==> src/rtl/sram_responder_pkg.sv <==
// Shared definitions for the data-memory responder and its wait-state counter.
package arm_mem_pkg;

    typedef enum logic [1:0] {
        IDLE,
        LOW,
        HIGH,
        DONE
    } mem_state_e;

    localparam logic [31:0] DEFAULT_BASE_ADDR = 32'd1024;
    localparam int          SRAM_DW           = 16;
    localparam int          WAIT_CNT_W        = 4;

    function automatic logic isPhase(input mem_state_e state);
        return (state == LOW) || (state == HIGH);
    endfunction

endpackage

==> src/rtl/sram_responder_if.sv <==
// CPU request side plus SRAM pad side of the data-memory responder.
interface sram_responder_if
    import arm_mem_pkg::*;
#(
    parameter int SRAM_AW = 18
) ();

    logic                 wr_en;
    logic                 rd_en;
    logic [31:0]          address;
    logic [31:0]          write_data;
    logic [31:0]          read_data;
    logic                 ready;
    logic [SRAM_AW-1:0]   sram_addr;
    logic [SRAM_DW-1:0]   sram_dq_out;
    logic                 sram_dq_oe;
    logic [SRAM_DW-1:0]   sram_dq_in;
    logic                 sram_we_n;

    modport slave (
        input  wr_en, rd_en, address, write_data, sram_dq_in,
        output read_data, ready, sram_addr, sram_dq_out, sram_dq_oe, sram_we_n
    );

    modport master (
        output wr_en, rd_en, address, write_data, sram_dq_in,
        input  read_data, ready, sram_addr, sram_dq_out, sram_dq_oe, sram_we_n
    );

endinterface

==> src/rtl/sram_responder_wait_counter.sv <==
// Wait-state counter: counts phase cycles and flags the final one (count == WAIT_CYCLES).
module wait_counter
    import arm_mem_pkg::*;
#(
    parameter int WAIT_CYCLES = 2
) (
    input  logic                  clk,
    input  logic                  rst,
    input  logic                  clear_i,
    input  logic                  enable_i,
    output logic [WAIT_CNT_W-1:0] count_o,
    output logic                  last_o
);

    logic [WAIT_CNT_W-1:0] count_q;

    always_ff @(posedge clk) begin
        if (!rst || clear_i) begin
            count_q <= '0;
        end else if (enable_i) begin
            count_q <= count_q + WAIT_CNT_W'(1);
        end
    end

    assign count_o = count_q;
    assign last_o  = (count_q == WAIT_CNT_W'(WAIT_CYCLES));

endmodule

==> src/rtl/sram_responder.sv <==
// Serves 32-bit CPU loads/stores as two half-word cycles on a 16-bit asynchronous SRAM.
module sram_responder
    import arm_mem_pkg::*;
#(
    parameter logic [31:0] BASE_ADDR   = DEFAULT_BASE_ADDR,
    parameter int          SRAM_AW     = 18,
    parameter int          WAIT_CYCLES = 2
) (
    input  logic             clk,
    input  logic             rst,
    sram_responder_if.slave  bus
);

    localparam logic [WAIT_CNT_W-1:0] NEAR_LAST = WAIT_CNT_W'(WAIT_CYCLES - 1);

    mem_state_e             state_q;
    logic                   isStore_q;
    logic [SRAM_AW-2:0]     word_q;
    logic [31:0]            data_q;
    logic [31:0]            readData_q;
    logic [SRAM_AW-1:0]     sramAddr_q;
    logic [SRAM_DW-1:0]     dqOut_q;
    logic                   dqOe_q;
    logic                   weN_q;

    logic [SRAM_AW-2:0]     reqWord_d;
    logic                   request_d;
    logic                   ready_d;
    logic                   cntClear;
    logic                   cntEnable;
    logic                   cntLast;
    logic [WAIT_CNT_W-1:0]  cntValue;

    // Word index is the low bits of (address - BASE_ADDR); upper bits drop so it wraps.
    assign reqWord_d = bus.address[SRAM_AW:2] - BASE_ADDR[SRAM_AW:2];
    assign request_d = bus.wr_en | bus.rd_en;

    assign cntEnable = isPhase(state_q);
    assign cntClear  = (state_q == IDLE) || (cntEnable && cntLast);

    wait_counter #(
        .WAIT_CYCLES (WAIT_CYCLES)
    ) u_waitCounter (
        .clk      (clk),
        .rst      (rst),
        .clear_i  (cntClear),
        .enable_i (cntEnable),
        .count_o  (cntValue),
        .last_o   (cntLast)
    );

    always_ff @(posedge clk) begin
        if (!rst) begin
            state_q    <= IDLE;
            isStore_q  <= 1'b0;
            word_q     <= '0;
            data_q     <= '0;
            readData_q <= '0;
            sramAddr_q <= '0;
            dqOut_q    <= '0;
            dqOe_q     <= 1'b0;
            weN_q      <= 1'b1;
        end else begin
            case (state_q)
                IDLE: begin
                    if (request_d) begin
                        state_q    <= LOW;
                        isStore_q  <= bus.wr_en;
                        word_q     <= reqWord_d;
                        data_q     <= bus.write_data;
                        sramAddr_q <= {reqWord_d, 1'b0};
                        dqOut_q    <= bus.write_data[SRAM_DW-1:0];
                        dqOe_q     <= bus.wr_en;
                        weN_q      <= !bus.wr_en;
                    end
                end
                // Strobe is released one cycle early so address and data are held past its rising edge.
                LOW: begin
                    if (cntLast) begin
                        if (!isStore_q) begin
                            readData_q[15:0] <= bus.sram_dq_in;
                        end
                        state_q    <= HIGH;
                        sramAddr_q <= {word_q, 1'b1};
                        dqOut_q    <= data_q[31:16];
                        weN_q      <= !isStore_q;
                    end else if (cntValue == NEAR_LAST) begin
                        weN_q <= 1'b1;
                    end
                end
                HIGH: begin
                    if (cntLast) begin
                        if (!isStore_q) begin
                            readData_q[31:16] <= bus.sram_dq_in;
                        end
                        state_q <= DONE;
                        dqOe_q  <= 1'b0;
                        weN_q   <= 1'b1;
                    end else if (cntValue == NEAR_LAST) begin
                        weN_q <= 1'b1;
                    end
                end
                DONE: begin
                    state_q <= IDLE;
                end
                default: begin
                    state_q <= IDLE;
                end
            endcase
        end
    end

    always_comb begin
        ready_d = 1'b0;
        case (state_q)
            IDLE:    ready_d = !request_d;
            DONE:    ready_d = 1'b1;
            default: ready_d = 1'b0;
        endcase
    end

    assign bus.ready       = ready_d;
    assign bus.read_data   = readData_q;
    assign bus.sram_addr   = sramAddr_q;
    assign bus.sram_dq_out = dqOut_q;
    assign bus.sram_dq_oe  = dqOe_q;
    assign bus.sram_we_n   = weN_q;

endmodule
==> src/flat_wrapper.sv <==
// flat-port wrapper written by rule: the top's interface ports become plain ports
module sram_responder_flat import arm_mem_pkg::*;
#(
    parameter logic [31:0] BASE_ADDR   = DEFAULT_BASE_ADDR,
    parameter int          SRAM_AW     = 18,
    parameter int          WAIT_CYCLES = 2
)
  (clk, rst, bus_wr_en, bus_rd_en, bus_address, bus_write_data, bus_sram_dq_in, bus_read_data, bus_ready, bus_sram_addr, bus_sram_dq_out, bus_sram_dq_oe, bus_sram_we_n);
  sram_responder_if #(.SRAM_AW(SRAM_AW)) bus_i ();
  input  logic clk;
  input  logic rst;
  input wire logic [$bits(bus_i.wr_en)-1:0] bus_wr_en;
  input wire logic [$bits(bus_i.rd_en)-1:0] bus_rd_en;
  input wire logic [$bits(bus_i.address)-1:0] bus_address;
  input wire logic [$bits(bus_i.write_data)-1:0] bus_write_data;
  input wire logic [$bits(bus_i.sram_dq_in)-1:0] bus_sram_dq_in;
  output wire logic [$bits(bus_i.read_data)-1:0] bus_read_data;
  output wire logic [$bits(bus_i.ready)-1:0] bus_ready;
  output wire logic [$bits(bus_i.sram_addr)-1:0] bus_sram_addr;
  output wire logic [$bits(bus_i.sram_dq_out)-1:0] bus_sram_dq_out;
  output wire logic [$bits(bus_i.sram_dq_oe)-1:0] bus_sram_dq_oe;
  output wire logic [$bits(bus_i.sram_we_n)-1:0] bus_sram_we_n;
  assign bus_i.wr_en = bus_wr_en;
  assign bus_i.rd_en = bus_rd_en;
  assign bus_i.address = bus_address;
  assign bus_i.write_data = bus_write_data;
  assign bus_i.sram_dq_in = bus_sram_dq_in;
  assign bus_read_data = bus_i.read_data;
  assign bus_ready = bus_i.ready;
  assign bus_sram_addr = bus_i.sram_addr;
  assign bus_sram_dq_out = bus_i.sram_dq_out;
  assign bus_sram_dq_oe = bus_i.sram_dq_oe;
  assign bus_sram_we_n = bus_i.sram_we_n;
  sram_responder #(.BASE_ADDR(BASE_ADDR), .SRAM_AW(SRAM_AW), .WAIT_CYCLES(WAIT_CYCLES)) u_core (.clk(clk), .rst(rst), .bus(bus_i));
endmodule
==> config.mk <==
export PLATFORM = sky130hd
export DESIGN_NAME = sram_responder_flat
export DESIGN_NICKNAME = d
export VERILOG_FILES = /design/src/rtl/sram_responder_pkg.sv /design/src/rtl/sram_responder_if.sv /design/src/rtl/sram_responder_wait_counter.sv /design/src/rtl/sram_responder.sv /design/src/flat_wrapper.sv
export SDC_FILE = /design/constraint.sdc
export NUM_CORES = 1
export LEC_CHECK = 0
export ABC_CLOCK_PERIOD_IN_PS = 3800
export CAP_MARGIN = 40
export CELL_PAD_IN_SITES_DETAIL_PLACEMENT = 0
export CELL_PAD_IN_SITES_GLOBAL_PLACEMENT = 1
export CORE_UTILIZATION = 39
export CTS_CLUSTER_DIAMETER = 50
export DETAILED_ROUTE_END_ITERATION = 8
export DONT_BUFFER_PORTS = 1
export PLACE_DENSITY = 0.74
export SYNTH_ARGS = -nofsm -noshare
export SYNTH_HDL_FRONTEND = slang
export SYNTH_HIERARCHICAL = 1
export SYNTH_SLANG_ARGS = --single-unit
export TNS_END_PERCENT = 30
==> constraint.sdc <==
create_clock -name clk -period 3.8 [get_ports clk]
set_input_delay 0.38 -clock clk [delete_from_list [all_inputs] [get_ports clk]]
set_output_delay 0.38 -clock clk [all_outputs]
set_load 0.05 [all_outputs]
Word level (Yosys, flattened, before mapping)

Cells that the tools add are included.

Flip-flop bits (word level): 124
Output and inout port bits: 69
Logic and storage cells: 61

Add/subtract/negate cells: 2
Equality and inequality tests: 8
Multiplexer cells: 19
Bitwise operators: 2
Reductions and logical operators: 19

Operators with widths:

| operator                | number |
|---|---|
| $mux W18                | 2 |
| $pmux W18 S2            | 1 |
| $mux W16                | 2 |
| $pmux W16 S2            | 1 |
| $sub A17 B9 Y17 const B | 1 |
| $reduce_and A3 Y1       | 5 |
| $pmux W2 S4             | 1 |
| $mux W1                 | 6 |
| $mux W2                 | 3 |
| $ne A2 B1 Y1 const B    | 3 |
| $add A4 B1 Y4 const B   | 1 |
| $eq A2 B2 Y1 const B    | 2 |
| $eq A4 B1 Y1 const B    | 1 |
| $eq A4 B2 Y1 const B    | 1 |
| $logic_not A1 Y1        | 4 |
| $pmux W1 S2             | 2 |
| $reduce_and A2 Y1       | 2 |
| $reduce_bool A2 Y1      | 2 |
| $logic_or A1 B1 Y1      | 3 |
| $pmux W1 S3             | 1 |
| $reduce_bool A3 Y1      | 1 |
| $eq A2 B1 Y1 const B    | 1 |
| $logic_not A2 Y1        | 1 |
| $logic_and A1 B1 Y1     | 1 |
| 2 further kinds         | 2 |

Logic depth before layout (Yosys ltp)

Word-level depth: 5
Depth in mapped cells: 9
Depth with buffers taken out: 7

By module

The synthesis kept the hierarchy.

By module, submodules not included:

| module         | times used | cells an instance | area each (sq um) |
|---|---|---|---|
| sram_responder | 1          | 505               | 4453.0 |
| wait_counter   | 1          | 20                | 201.4 |

Worst setup path after synthesis

No wires, ideal clock.

Path kind: register to output
Start point: reg u_core.state_q[0]
End point: out bus_ready
Arrival time: 1.819 ns
Data required time: 3.420 ns
Setup slack: 1.601 ns
Cell stages (with the launch flop): 7
Path buffers: 1
Cell sequence: dfxtp_1 inv_1 ha_1 buf_2 nor3b_2 nor2_1 nor2_1

Word-level cells in the longest chain between the ends: 2

RTL lines:

| item                                                    | RTL line              | RTL |
|---|---|---|
| start: declaration                                      | sram_responder.sv:16  | `mem_state_e state_q;` |
| start signal: assignment                                | sram_responder.sv:54  | `state_q <= IDLE;` |
| start signal: assignment                                | sram_responder.sv:67  | `state_q <= LOW;` |
| start signal: assignment                                | sram_responder.sv:83  | `state_q <= HIGH;` |
| $eq A2 B2 Y1 / $logic_not A2 Y1 (equally long branches) | sram_responder.sv:115 | `case (state_q)` |
| $pmux W1 S2 *                                           | sram_responder.sv:115 |  |
| end: declaration                                        | flat_wrapper.sv:18    | `output wire logic [$bits(bus_i.ready)-1:0] bus_ready;` |

Mark *: on every way between the ends. The rest lies on a longest branch, timed or not.

Worst setup path after layout

Same ends and word-level chain as after synthesis.

==> flow_summary.yaml <==
outcome:
  status: "complete, but fails checks"
  violations: "DRC"
cts:
  clock_sinks: 108
  cts_buffers: 9
  clkTransAtPathRegs_ps: 70
  cts_root_buf: "clkbuf_16"
  postCtsSetupRepairBufs: 0
  cts_tree: "done"
  h-tree-depth: 3
  hold_buffers: 0
  insertion_delay_ps: 350
  cts_resized: 0
  clockBufferDepth: 2
power:
  power_density_nw_per_um2: 821
  total_power_mw: 4.13
  ir_drop_uv: 434
  p_leak_nw: 2.06
drt:
  vias_per_cell: 5.28
  via_count: 3446
  ant_nets: 0
  drt_iter0_markers: 167
  drc: 18
  firstDrtPassIters: 6
  drt_wl_total_um: 10300
  wl_per_cell_um: 15.7
placement:
  dp.cells: 637
  gp_congestion: 0.717
  dp_hpwl_um: 6590
  io_buffers: 0
  place_worst_setup_slack_ps: 1290
  postPlaceCellArea_um2: 4750
floorplanning:
  num_rows: 39
  dieArea_um2: 12400
  die_h_um: 111
  die_w_um: 111
  io_pins: 153
  core-area_um2: 11500
  initial_core_util: 0.404
layout:
  drive_gt1_frac: 0.0608
  fin_util: 0.437
  stdcell_count: 653
  nNetsFinal: 597
  final_area_um2: 5030
  synthToLayoutAreaGrowth_pct: 8.12
  n_antenna_cell: 0
critical_path:
  end_kind: "output port"
  arrival_ps: 2480
  start_kind: "flop"
  crit_type: "reg2out"
  critical_path_required_ps: 3420
  crit_fanout: 9
sta:
  hold_slack_ps: 159
  min_period_over_period: 0.752
  rsz0062_at_grt: "no"
  fin_ws_ps: 943
  setup_tns_ps: 0
  fin_crit_ps: 2860
  finalSetupViolations: 0
  max-slew-margin-rel: 0.418
  skew_ps: 9.48
  drv_slew: 0
  hold_viol: 0
  max_clock_freq_mhz: 350
  worst_slew_pin_slew_ps: 870
worst_hold_path:
  min_path_type: "in2reg"
logic_synthesis:
  async_flop_share: 0
  yosysWarnings: 6
  ys_ff_latch: 108
  seq_area_frac_synth: 0.465
  syn_area_um2: 4650
  synthTopCellsByArea: "dfxtp_1 (46%), nand2_1 (13%), a21boi_0 (9.0%), mux2i_1 (6.7%), o211a_1 (5.8%)"
  synth_nets: 617
  syn_area_per_cell_um2: 8.87
  synthFlopType: "dfxtp_1"
  netlist.area_leader.share: 0.465
  synth_edf_count: 0
  yosys.area.top_type: "dfxtp_1"
  netlist_instances: 525
  synth_cell_types: 42
global_route:
  first_global_vias: 3347
  grt_pass1_wl_um: 16600
  antenna_found_initial: 0
  grt_usage: 0.168
  grt_overflow: 0
  grt_max_degree: 114
run:
  cap_violations: 0
[path summary, 6_finish.rpt]
| path | start | endpoint | slack [ps] | depth (start not counted) |
|---|---|---|---|---|
| worst max-delay path | u_core/state_q[0]$_SDFFE_PN0P_ | bus_ready | 940 | 5 |
| worst min register to register | u_core/data_q[31]$_SDFFE_PN0P_ | u_core/data_q[31]$_SDFFE_PN0P_ | 460 | 2 |
| worst min-delay path | bus_sram_dq_in[15] | u_core/bus.read_data[15]$_SDFFE_PN0P_ | 160 | 2 |
| worst max register to register | u_core/state_q[0]$_SDFFE_PN0P_ | u_core/bus.sram_dq_out[11]$_SDFFE_PN0P_ | 1460 | 7 |
[report_power, final]
part           internal [mW]  leakage (nW)  total (mW)  switching [mW]
clock                  0.455         0.142       0.891           0.436
sequential              1.41         0.886        2.13           0.726
combinational          0.463          1.03        1.11           0.644
[area by class of cell]
cell class / instances / area [µm²]
multi-input combinational: 375 / 2330
tap: 143 / 179
sequential: 108 / 2160
timing repair buffer: 6 / 57.6
clock buffer: 9 / 225
clock inverter: 7 / 56.3
inverter: 5 / 18.8
fill: 1136 / 6480
[flip-flops by register name, summed over array words and instances (netlist names)]
register and flops:
u_core/u_waitCounter/count_o 4, u_core/bus.sram_dq_out 16, u_core/bus.sram_addr 18, u_core/bus.sram_we_n 1, u_core/state_q 2, u_core/bus.read_data 32
u_core/bus.sram_dq_oe 1, u_core/data_q 16, u_core/isStore_q 1, u_core/word_q 17
[critical path: stages (launching register included)]
cell and delay, ps:
dfxtp_1 330, inv_1 120, ha_1 390, nor3b_2 520, nor2_1 80, nor2_1 680
[cells in the mapped netlist, drive strengths merged, types with 6 or more instances]
cell type and instances:
dfxtp 108, buf 10, nor2b 9, nor2 13, nand2 156, clkbuf 27, a21boi 58, mux2i 31
a21oi 6, o21ai 12, ha 8, o211a 27, nor3 7
[metal layers]
metal	wire (µm)	GRT usage	part of all wire
met1	4410	0.192	0.43
met2	4810	0.280	0.47
met3	875	0.0585	0.085
met4	188	0.0793	0.018
met5	0	0	0
[cell families (layout without fill, tap and decap cells)]
family | Yosys count | in the layout | synth area share
AND/OR/NAND/NOR | 214 | 214 | 0.204
AO/OA/AOI/OAI | 116 | 116 | 0.197
flip-flops | 108 | 108 | 0.465
buffers and inverters | 42 | 27 | 0.0355
multiplexers | 31 | 31 | 0.0667
adder cells (fa/ha/maj) | 8 | 8 | 0.0215
XOR/XNOR | 6 | 6 | 0.0113
[placed cells by master, fill, tap and decap left out, types with 2 or more instances in the layout]
| cell | n |
|---|---|
| nand2_1 | 156 |
| dfxtp_1 | 108 |
| a21boi_0 | 56 |
| mux2i_1 | 31 |
| o211a_1 | 27 |
| nor2_1 | 12 |
| o21ai_0 | 11 |
| clkbuf_16 | 9 |
| nor2b_1 | 9 |
| nor3_1 | 7 |
| ha_1 | 7 |
| a21oi_1 | 6 |
| inv_1 | 5 |
| nand2b_1 | 5 |
| buf_4 | 5 |
| xor2_1 | 4 |
| nand3b_1 | 4 |
| nor3b_1 | 4 |
| inv_6 | 3 |
| and2_1 | 3 |
| nand4_1 | 3 |
| clkinv_2 | 2 |
| o21a_1 | 2 |
| a21boi_1 | 2 |
| o32ai_1 | 2 |
| o2111ai_1 | 2 |
| xnor2_1 | 2 |
| nor4b_1 | 2 |
| or3_1 | 2 |
Note: power is estimated with default switching activity, not from simulation.
